--- src/rtl/seq_pkg.sv ---
// ============================================================================
// Module      : seq_pkg
// Description : Shared types and widths for the serial start-pattern detector.
// Revision    : 1.0 - initial release
// ============================================================================
`default_nettype none

package seq_pkg;

    typedef enum logic [0:0] {
        HUNT    = 1'b0,
        CAPTURE = 1'b1
    } state_t;

    localparam int PAT_W    = 4;
    localparam int BYTE_W   = 8;
    localparam int BITCNT_W = 3;

endpackage

`default_nettype wire

--- src/rtl/seq_shreg.sv ---
// ============================================================================
// Module      : seq_shreg
// Description : Left-shifting shift register (new bit enters at the LSB) with
//               shift enable and synchronous clear.
// Revision    : 1.0 - initial release
// ============================================================================
`default_nettype none

module seq_shreg #(
    parameter int WIDTH = 8
) (
    input  logic             clk,
    input  logic             rst,
    input  logic             i_clr,
    input  logic             i_shift,
    input  logic             i_din,
    output logic [WIDTH-1:0] o_q
);

    logic [WIDTH-1:0] r_q;
    logic [WIDTH-1:0] w_next;

    generate
        if (WIDTH == 1) begin : g_single
            assign w_next = i_din;
        end else begin : g_multi
            assign w_next = {r_q[WIDTH-2:0], i_din};
        end
    endgenerate

    always_ff @(posedge clk or posedge rst) begin
        if (rst) begin
            r_q <= '0;
        end else if (i_clr) begin
            r_q <= '0;
        end else if (i_shift) begin
            r_q <= w_next;
        end
    end

    assign o_q = r_q;

endmodule

`default_nettype wire

--- src/rtl/seq_detector.sv ---
// ============================================================================
// Module      : seq_detector
// Description : Hunts a serial stream for a 4-bit start pattern, captures the
//               following byte MSB-first and offers it on a valid/ready port.
// Revision    : 1.0 - initial release
// ============================================================================
`default_nettype none

module seq_detector
    import seq_pkg::*;
#(
    parameter logic [PAT_W-1:0] PATTERN = 4'b1011,
    parameter int               CNT_W   = 8
) (
    input  logic             clk,
    input  logic             rst,
    input  logic             clr,
    input  logic             bit_in,
    input  logic             bit_vld,
    output logic             match,
    output logic [CNT_W-1:0] match_cnt,
    output logic [BYTE_W-1:0] byte_out,
    output logic             byte_vld,
    input  logic             byte_rdy,
    output logic             overrun
);

    localparam int                   c_FILL_W   = $clog2(PAT_W);
    localparam logic [c_FILL_W-1:0]  c_FILL_MAX = c_FILL_W'(PAT_W - 1);
    localparam logic [c_FILL_W-1:0]  c_FILL_ONE = c_FILL_W'(1);
    localparam logic [BITCNT_W-1:0]  c_LAST_BIT = BITCNT_W'(BYTE_W - 1);
    localparam logic [BITCNT_W-1:0]  c_BIT_ONE  = BITCNT_W'(1);
    localparam logic [CNT_W-1:0]     c_CNT_ONE  = CNT_W'(1);

    state_t                r_state;
    logic [c_FILL_W-1:0]   r_fill;
    logic [BITCNT_W-1:0]   r_bitcnt;
    logic                  r_match;
    logic [CNT_W-1:0]      r_match_cnt;
    logic [BYTE_W-1:0]     r_byte_out;
    logic                  r_byte_vld;
    logic                  r_overrun;

    logic [PAT_W-2:0]      w_hist;
    logic [BYTE_W-1:0]     w_cap;
    logic                  w_hunt_bit;
    logic                  w_cap_bit;
    logic                  w_match;
    logic                  w_byte_done;
    logic                  w_xfer;
    logic [BYTE_W-1:0]     w_new_byte;
    logic                  w_unused_cap_msb;

    // clr gates both shift enables so it wins over a same-cycle valid bit
    assign w_hunt_bit  = (r_state == HUNT) && bit_vld && !clr;
    assign w_cap_bit   = (r_state == CAPTURE) && bit_vld && !clr;
    assign w_match     = w_hunt_bit && (r_fill == c_FILL_MAX) && ({w_hist, bit_in} == PATTERN);
    assign w_byte_done = w_cap_bit && (r_bitcnt == c_LAST_BIT);
    assign w_xfer      = r_byte_vld && byte_rdy;

    // The 8th bit is still on bit_in when the byte completes
    assign w_new_byte       = {w_cap[BYTE_W-2:0], bit_in};
    assign w_unused_cap_msb = w_cap[BYTE_W-1];

    seq_shreg #(
        .WIDTH (PAT_W - 1)
    ) u_history (
        .clk     (clk),
        .rst     (rst),
        .i_clr   (clr || w_match),
        .i_shift (w_hunt_bit),
        .i_din   (bit_in),
        .o_q     (w_hist)
    );

    seq_shreg #(
        .WIDTH (BYTE_W)
    ) u_capture (
        .clk     (clk),
        .rst     (rst),
        .i_clr   (clr || w_match),
        .i_shift (w_cap_bit),
        .i_din   (bit_in),
        .o_q     (w_cap)
    );

    always_ff @(posedge clk or posedge rst) begin
        if (rst) begin
            r_state     <= HUNT;
            r_fill      <= '0;
            r_bitcnt    <= '0;
            r_match     <= 1'b0;
            r_match_cnt <= '0;
            r_byte_out  <= '0;
            r_byte_vld  <= 1'b0;
            r_overrun   <= 1'b0;
        end else if (clr) begin
            r_state     <= HUNT;
            r_fill      <= '0;
            r_bitcnt    <= '0;
            r_match     <= 1'b0;
            r_match_cnt <= '0;
            r_byte_vld  <= 1'b0;
            r_overrun   <= 1'b0;
        end else begin
            r_match <= w_match;

            case (r_state)
                HUNT: begin
                    if (w_match) begin
                        r_state  <= CAPTURE;
                        r_fill   <= '0;
                        r_bitcnt <= '0;
                        if (r_match_cnt != '1) begin
                            r_match_cnt <= r_match_cnt + c_CNT_ONE;
                        end
                    end else if (bit_vld && (r_fill != c_FILL_MAX)) begin
                        r_fill <= r_fill + c_FILL_ONE;
                    end
                end
                CAPTURE: begin
                    if (bit_vld) begin
                        r_bitcnt <= r_bitcnt + c_BIT_ONE;
                        if (w_byte_done) begin
                            r_state <= HUNT;
                        end
                    end
                end
                default: r_state <= HUNT;
            endcase

            // A completing byte overrides the transfer clear; only a byte
            // that is left untaken on this edge counts as overwritten.
            if (w_byte_done) begin
                r_byte_out <= w_new_byte;
                r_byte_vld <= 1'b1;
                if (r_byte_vld && !byte_rdy) begin
                    r_overrun <= 1'b1;
                end
            end else if (w_xfer) begin
                r_byte_vld <= 1'b0;
            end
        end
    end

    assign match     = r_match;
    assign match_cnt = r_match_cnt;
    assign byte_out  = r_byte_out;
    assign byte_vld  = r_byte_vld;
    assign overrun   = r_overrun;

endmodule

`default_nettype wire
--- config.mk ---
export PLATFORM = sky130hd
export DESIGN_NAME = seq_detector
export DESIGN_NICKNAME = d
export VERILOG_FILES = /design/src/rtl/seq_pkg.sv /design/src/rtl/seq_shreg.sv /design/src/rtl/seq_detector.sv
export SDC_FILE = /design/constraint.sdc
export NUM_CORES = 1
export LEC_CHECK = 0
export BUFFER_PORTS_ARGS = -buffer_cell sky130_fd_sc_hd__buf_2
export CORE_MARGIN = 5
export CORE_UTILIZATION = 49
export CTS_CLUSTER_DIAMETER = 60
export DETAILED_ROUTE_END_ITERATION = 10
export PLACE_DENSITY = 0.71
export SLEW_MARGIN = 20
export SYNTH_ARGS = -nofsm -noshare
export SYNTH_HDL_FRONTEND = slang
export SYNTH_SLANG_ARGS = --single-unit
--- constraint.sdc ---
create_clock -name clk -period 2.3 [get_ports clk]
set_clock_uncertainty 0.15 [all_clocks]
set_input_delay 0.115 -clock clk [delete_from_list [all_inputs] [get_ports clk]]
set_output_delay 0.115 -clock clk [all_outputs]
set_load 0.02 [all_outputs]
Yosys cells after proc, flatten, opt, wreduce, memory -nomap -nowiden
Index checks and enable logic that the tools add are counted.
Cells by class
  add/sub/neg operators: 3
  multipliers: 0
  divide/modulo/power cells: 0
  $lt $le $gt $ge: 0
  equality and inequality tests: 8
  shift-type cells: 0
  muxes and demuxes: 28
  bitwise operators: 2
  reductions and logical operators: 26
Operator list (count)
  2-to-1 mux 8 bit: 4
  2-to-1 mux 3 bit: 5
  2-to-1 mux 7 bit: 2
  nonzero test 2 bit: 6
  2-to-1 mux 1 bit: 11
  logical AND 1 bit: 10
  adder 8 x 1 -> 8 bit, second input constant: 1
  2-to-1 mux 2 bit: 4
  != test 8 bit, second input constant: 1
  AND reduction 2 bit: 4
  != test 3 bit, second input constant: 2
  case mux 3 bit (2 select lines): 1
  nonzero test 3 bit: 2
  == test 4 bit, second input constant: 1
  != test 2 bit, second input constant: 2
  adder 3 x 1 -> 3 bit, second input constant: 1
  == test 3 bit, second input constant: 1
  AND reduction 3 bit: 1
  adder 2 x 1 -> 2 bit, second input constant: 1
  == test 2 bit, second input constant: 1
  logical NOT 1 bit: 2
  inverter 1 bit: 2
  case mux 1 bit (2 select lines): 1
  logical OR 1 bit: 1
Storage, ports and cells
  flip-flop bits (word level): 35
  latch bits: 0
  bits in writable memories: 0
  bits in read-only memories: 0
  bits of input ports: 6
  output and inout bits: 19
  logic and storage cells: 77
  memories kept: 0

Logic depth before layout (Yosys ltp)
  word-level depth: 8
  depth in mapped cells: 7
  mapped depth without buffers: 5

Cells and area by module
Synthesis repeated with hierarchy kept, for this count alone.
Unflattened totals
  cells, all modules: 150
  area total of the unflattened synthesis: 1662.8 µm²
Modules (own cells, without submodules)
  seq_detector: instances 1, cells an instance 113, area each 1213.7 µm², seq. area each 625.6 µm²
  seq_shreg at u_capture: instances 1, cells an instance 27, area each 329.1 µm², seq. area each 200.2 µm²
  seq_shreg at u_history: instances 1, cells an instance 10, area each 120.1 µm², seq. area each 75.1 µm²

Least setup slack after synthesis
OpenSTA, ideal clock, no wires.
  kind: register to register
  start point: reg r_match_cnt[0], in the netlist match_cnt[0]
  end point: reg r_match_cnt[5], in the netlist match_cnt[5]
  library setup time: 125 ps
  arrival time: 1477 ps
  required time: 2025 ps
  slack: 548 ps
  cell stages (with the launch flop): 6
  buffers on the path: 0
  clock period less this slack: 1752 ps
  path through: dfrtp_1 -> ha_1 -> nand3_1 -> nor2_1 -> nor4_1 -> mux2_2
Between the ends
  word-level cells in the longest chain between the ends: 5
  elaborated cells between the ends (all ways): 8
  classes of those cells: 1 x add/sub; 1 x eq/ne; 4 x mux; 2 x reduce/logical
RTL lines
  from (decl): line seq_detector.sv:39  | logic [CNT_W-1:0] r_match_cnt;
  from (signal assigned): line seq_detector.sv:115  | r_match_cnt <= r_match_cnt + c_CNT_ONE;
  adder 8 x 1 -> 8 bit: line seq_detector.sv:115
  2-to-1 mux 8 bit: line seq_detector.sv:114  | if (r_match_cnt != '1) begin
  2-to-1 mux 8 bit: line seq_detector.sv:110  | if (w_match) begin
  2-to-1 mux 8 bit: line seq_detector.sv:108  | case (r_state)
  2-to-1 mux 8 bit: line seq_detector.sv:97  | end else if (clr) begin
Several ways; a longest one is shown, not always the timed one. The select of a mux whose other input is x is not followed.
A chain may end at the register's enable or synchronous reset.

Worst setup path in the final report
  start point: reg r_state
  end point: reg r_match_cnt[5], in the netlist match_cnt[5]
Between the ends
  word-level cells in the longest chain between the ends: 7
  elaborated cells between the ends (all ways): 8
  classes of those cells: 1 x eq/ne; 1 x bitwise; 6 x reduce/logical
RTL lines
  from (decl): line seq_detector.sv:35  | state_t r_state;
  from (signal assigned): line seq_detector.sv:89  | r_state <= HUNT;
  from (signal assigned): line seq_detector.sv:98  | r_state <= HUNT;
  from (signal assigned): line seq_detector.sv:111  | r_state <= CAPTURE;
  inverter 1 bit
  logical AND 1 bit (2 in series): line seq_detector.sv:55  | assign w_hunt_bit = (r_state == HUNT) && bit_vld && !clr;
  logical AND 1 bit (2 in series): line seq_detector.sv:57  | assign w_match = w_hunt_bit && (r_fill == c_FILL_MAX) && ({w_hist, bit_in} == PATTERN);
  nonzero test 2 bit (no line)
  AND reduction 3 bit (no line) (*)
Every way passes the cells marked *; elsewhere a longest branch is shown, timed or not.

==> impl_metrics.xml <==
<?xml version="1.0" encoding="UTF-8"?>
<metrics>
  <group name="global_route">
    <metric name="pin_count_of_the_biggest_net_entering_global_routing" unit="">21</metric>
    <metric name="grt_antenna_before_repair" unit="">0</metric>
    <metric name="global_route.overflow_total" unit="">0</metric>
    <metric name="global_route.usage.total" unit="">0.158</metric>
    <metric name="global_route_wire_length_before_repair" unit="µm">5380</metric>
    <metric name="first_global_vias" unit="">1197</metric>
  </group>
  <group name="worst_hold_path">
    <metric name="worst_hold_path_type" unit="">input pin to flop</metric>
    <metric name="whs_endpoint" unit="">u_history.o_q[0]</metric>
    <metric name="hold_depth" unit="">2</metric>
    <metric name="worst_hold_startpoint" unit="">clr</metric>
  </group>
  <group name="route">
    <metric name="antenna_left" unit="">0</metric>
    <metric name="drt-initial-drc-count" unit="">40</metric>
    <metric name="drcViolationCount" unit="">0</metric>
    <metric name="drtPass1Iterations" unit="">4</metric>
    <metric name="routed_wirelength" unit="µm">3090</metric>
    <metric name="vias" unit="">1230</metric>
    <metric name="routedWlPerCell" unit="µm">13.7</metric>
    <metric name="via_to_cell_ratio" unit="">5.44</metric>
  </group>
  <group name="critical_path">
    <metric name="rr_worst_depth" unit="">4</metric>
    <metric name="reg2reg_setup_slack" unit="ns">0.35</metric>
    <metric name="r2r_end" unit="">match_cnt[5]</metric>
    <metric name="worst_setup_path_start_kind" unit="">flop</metric>
    <metric name="critical_path_peak_fanout" unit="">15</metric>
    <metric name="worst-setup-path-type" unit="">flop to flop</metric>
    <metric name="worst-endpoint-required" unit="ns">2.38</metric>
    <metric name="worst_setup_path_startpoint" unit="">r_state</metric>
    <metric name="critPathArrivalTime" unit="ns">2.03</metric>
    <metric name="critical_path.reg2reg.startpoint" unit="">r_state</metric>
    <metric name="crit_path_capture_type" unit="">flop</metric>
  </group>
  <group name="sta">
    <metric name="setup_viol" unit="">0</metric>
    <metric name="max_slew.worst_pin.slew" unit="ns">0.643</metric>
    <metric name="final-max-slew-violation-count" unit="">0</metric>
    <metric name="hold_slack" unit="ns">0.0174</metric>
    <metric name="fin_crit_sh" unit="">0.849</metric>
    <metric name="minimum_period_implied_by_the_final_worst_setup_slack" unit="ns">1.95</metric>
    <metric name="final_hold_viol_count" unit="">0</metric>
    <metric name="setup_repair_after_global_routing_missed_its_margin" unit="">no</metric>
    <metric name="fmax" unit="GHz">0.512</metric>
    <metric name="maxSlewHeadroom" unit="">0.571</metric>
    <metric name="setup_tns" unit="ns">0</metric>
  </group>
  <group name="final_layout">
    <metric name="layout.core_utilization" unit="">0.608</metric>
    <metric name="layout-drive-gt1-share" unit="">0.236</metric>
    <metric name="fillers" unit="">283</metric>
    <metric name="layout_common_cells" unit="">dfrtp_1, buf_2, nand2_1, a21oi_1, mux2_2</metric>
    <metric name="num_antenna_cells" unit="">0</metric>
    <metric name="fin_nets" unit="">191</metric>
    <metric name="layout_commonest_cell" unit="">dfrtp_1</metric>
    <metric name="multi_input_comb_area" unit="µm²">657</metric>
    <metric name="post-route-cell-area" unit="µm²">1870</metric>
    <metric name="sequential_cell_area" unit="µm²">876</metric>
    <metric name="area_growth_syn_to_layout" unit="%">18.0</metric>
  </group>
  <group name="logic_synthesis">
    <metric name="combinational_family_with_the_most_area_after_synthesis" unit="">simple AND/OR/NAND/NOR gates</metric>
    <metric name="synth_xor_xnor_area_share" unit="">0.00552</metric>
    <metric name="synth.yosys.seq_area_share" unit="">0.552</metric>
    <metric name="cell_area_after_technology_mapping" unit="µm²">1590</metric>
    <metric name="ys_seq_elements" unit="">35</metric>
    <metric name="synth_compound_gate_area_share" unit="">0.126</metric>
    <metric name="synth_simple_gate_area_frac" unit="">0.181</metric>
    <metric name="syn_area_per_cell" unit="µm²">10.6</metric>
    <metric name="synthMuxAreaShare" unit="">0.0702</metric>
    <metric name="synth_cells" unit="">149</metric>
    <metric name="synth_fa_ha_area_frac" unit="">0.0316</metric>
    <metric name="syn_nets" unit="">159</metric>
    <metric name="synth.distinct_cells" unit="">37</metric>
    <metric name="yosys_warnings" unit="">0</metric>
  </group>
  <group name="placement">
    <metric name="gpl.final_weighted_congestion" unit="">0.769</metric>
    <metric name="placement.io_buffers" unit="">24</metric>
    <metric name="dpl_cell_area" unit="µm²">1760</metric>
    <metric name="detailed_place_hpwl" unit="µm">2210</metric>
  </group>
  <group name="floorplan">
    <metric name="floorplan.io_pins" unit="">25</metric>
    <metric name="floorplan_die_area" unit="µm²">4470</metric>
    <metric name="core_area" unit="µm²">3080</metric>
    <metric name="die_width" unit="µm">66.9</metric>
    <metric name="die_h" unit="µm">66.9</metric>
    <metric name="start_util" unit="">0.515</metric>
    <metric name="num_rows" unit="">20</metric>
  </group>
  <group name="job">
    <metric name="maxCapViolCount" unit="">0</metric>
  </group>
  <group name="power">
    <metric name="power.total" unit="mW">1.06</metric>
    <metric name="vdd_ir_max" unit="V">0.000370</metric>
    <metric name="cellLeakagePower" unit="nW">0.898</metric>
    <metric name="power-per-cell-area" unit="nW/µm²">566</metric>
  </group>
  <group name="cts">
    <metric name="tritoncts.num_buffers" unit="">5</metric>
    <metric name="cts_root_buffer" unit="">clkbuf_4</metric>
    <metric name="h-tree-depth" unit="">2</metric>
    <metric name="cts_resized" unit="">0</metric>
    <metric name="clock_insertion_delay_worst_skew" unit="ns">0.33</metric>
    <metric name="clock_pin_slew_of_the_registers_on_the_worst_case_setup_and_hold_paths" unit="ns">0.10</metric>
    <metric name="cts_num_sinks" unit="">35</metric>
    <metric name="clock_path_buffers" unit="">2</metric>
    <metric name="cts.repair_timing.setup_buffer_count" unit="">0</metric>
    <metric name="cts_tree" unit="">built</metric>
  </group>
  <group name="run_status">
    <metric name="status" unit="">complete, no violations</metric>
  </group>
</metrics>
[cells by family (layout without fill, tap and decap cells)]
logic type	count (synthesis)	in the layout
buffers and inverters	13	46
flip-flops	35	35
multiplexers	10	10
adder cells (fa/ha/maj)	4	4
XOR/XNOR	1	1
AND/OR/NAND/NOR	54	54
AO/OA/AOI/OAI	32	32
[metal layers]
layer	up-vias	global-route usage	part of all wire
li1	592	-	-
met1	607	0.183	0.44
met2	27	0.276	0.50
met3	4	0.0523	0.043
met4	0	0.0456	0.014
met5	-	0	0
[cells in the mapped netlist (all sizes together)]
library cell | number | share of area
dfrtp | 35 | 0.55
nand2 | 23 | 0.054
a21oi | 13 | 0.041
mux2 | 9 | 0.064
inv | 8 | 0.019
nor2 | 6 | 0.014
o21ai | 5 | 0.016
and2 | 4 | 0.016
ha | 4 | 0.032
nand3 | 4 | 0.013
buf | 3 | 0.0095
nand4 | 3 | 0.021
o31ai | 3 | 0.014
or4 | 3 | 0.014
a31oi | 2 | 0.0079
nor4 | 2 | 0.0079
o21a | 2 | 0.0095
o32ai | 2 | 0.011
or3 | 2 | 0.0079
a21boi | 1 | 0.0047
a221oi | 1 | 0.0055
and2b | 1 | 0.0047
and4b | 1 | 0.0071
clkbuf | 1 | 0.0024
clkinv | 1 | 0.0024
mux2i | 1 | 0.0063
nand2b | 1 | 0.0039
nand3b | 1 | 0.0047
nor2b | 1 | 0.0039
nor3 | 1 | 0.0032
o2bb2ai | 1 | 0.0055
o311ai | 1 | 0.0055
o41ai | 1 | 0.0055
or2b | 1 | 0.0047
xnor2 | 1 | 0.0055
[flip-flops by register name, summed over array words and instances, names as in the netlist]
register	count
r_fill	2
r_state	1
u_history.o_q	3
byte_out	8
byte_vld	1
match_cnt	8
match	1
r_bitcnt	3
overrun	1
u_capture.o_q	7
[cell type report]
cell class,count,share of cell area
well taps,44,0.0294
flip-flops and latches,35,0.468
multi-input cells,101,0.351
inverters,9,0.0181
clock buffers,8,0.0368
repair buffers,29,0.0963
[worst max-delay path, stage by stage, from the launching register on]
cell	delay, ns
dfrtp_1	0.43
and2b_1	0.33
nand4_4	0.23
nor4_1	0.35
mux2_2	0.36
[power breakdown]
part           internal [mW]  switching [mW]
combinational         0.0216          0.0346
clock                  0.180           0.198
sequential             0.620         0.00341
[metrics by stage]
| step | setup WS, ns | instances |
|---|---|---|
| 3_3_place_gp | 0.403 | 214 |
| 5_1_grt | 0.211 | 226 |
| 4_1_cts | 0.340 | 226 |
| 6_report | 0.346 | 226 |
| 3_5_place_dp | 0.350 | 214 |
| 2_1_floorplan | 0.548 | 149 |
[timing repair]
| item | CTS | global route |
|---|---|---|
| endpoints found under the setup margin | 0 | 0 |
| hold endpoints to repair | 21 | 0 |
| hold buffers | 4 | 0 |
[worst max path at each step]
stage	end	slack (ns)
2_1_floorplan	match_cnt[5]	0.55
3_3_place_gp	match_cnt[5]	0.40
3_5_place_dp	match_cnt[5]	0.35
4_1_cts	match_cnt[5]	0.34
5_1_grt	match_cnt[5]	0.21
6_report	match_cnt[5]	0.35
No activity file was read; power rests on OpenSTA's default activity.
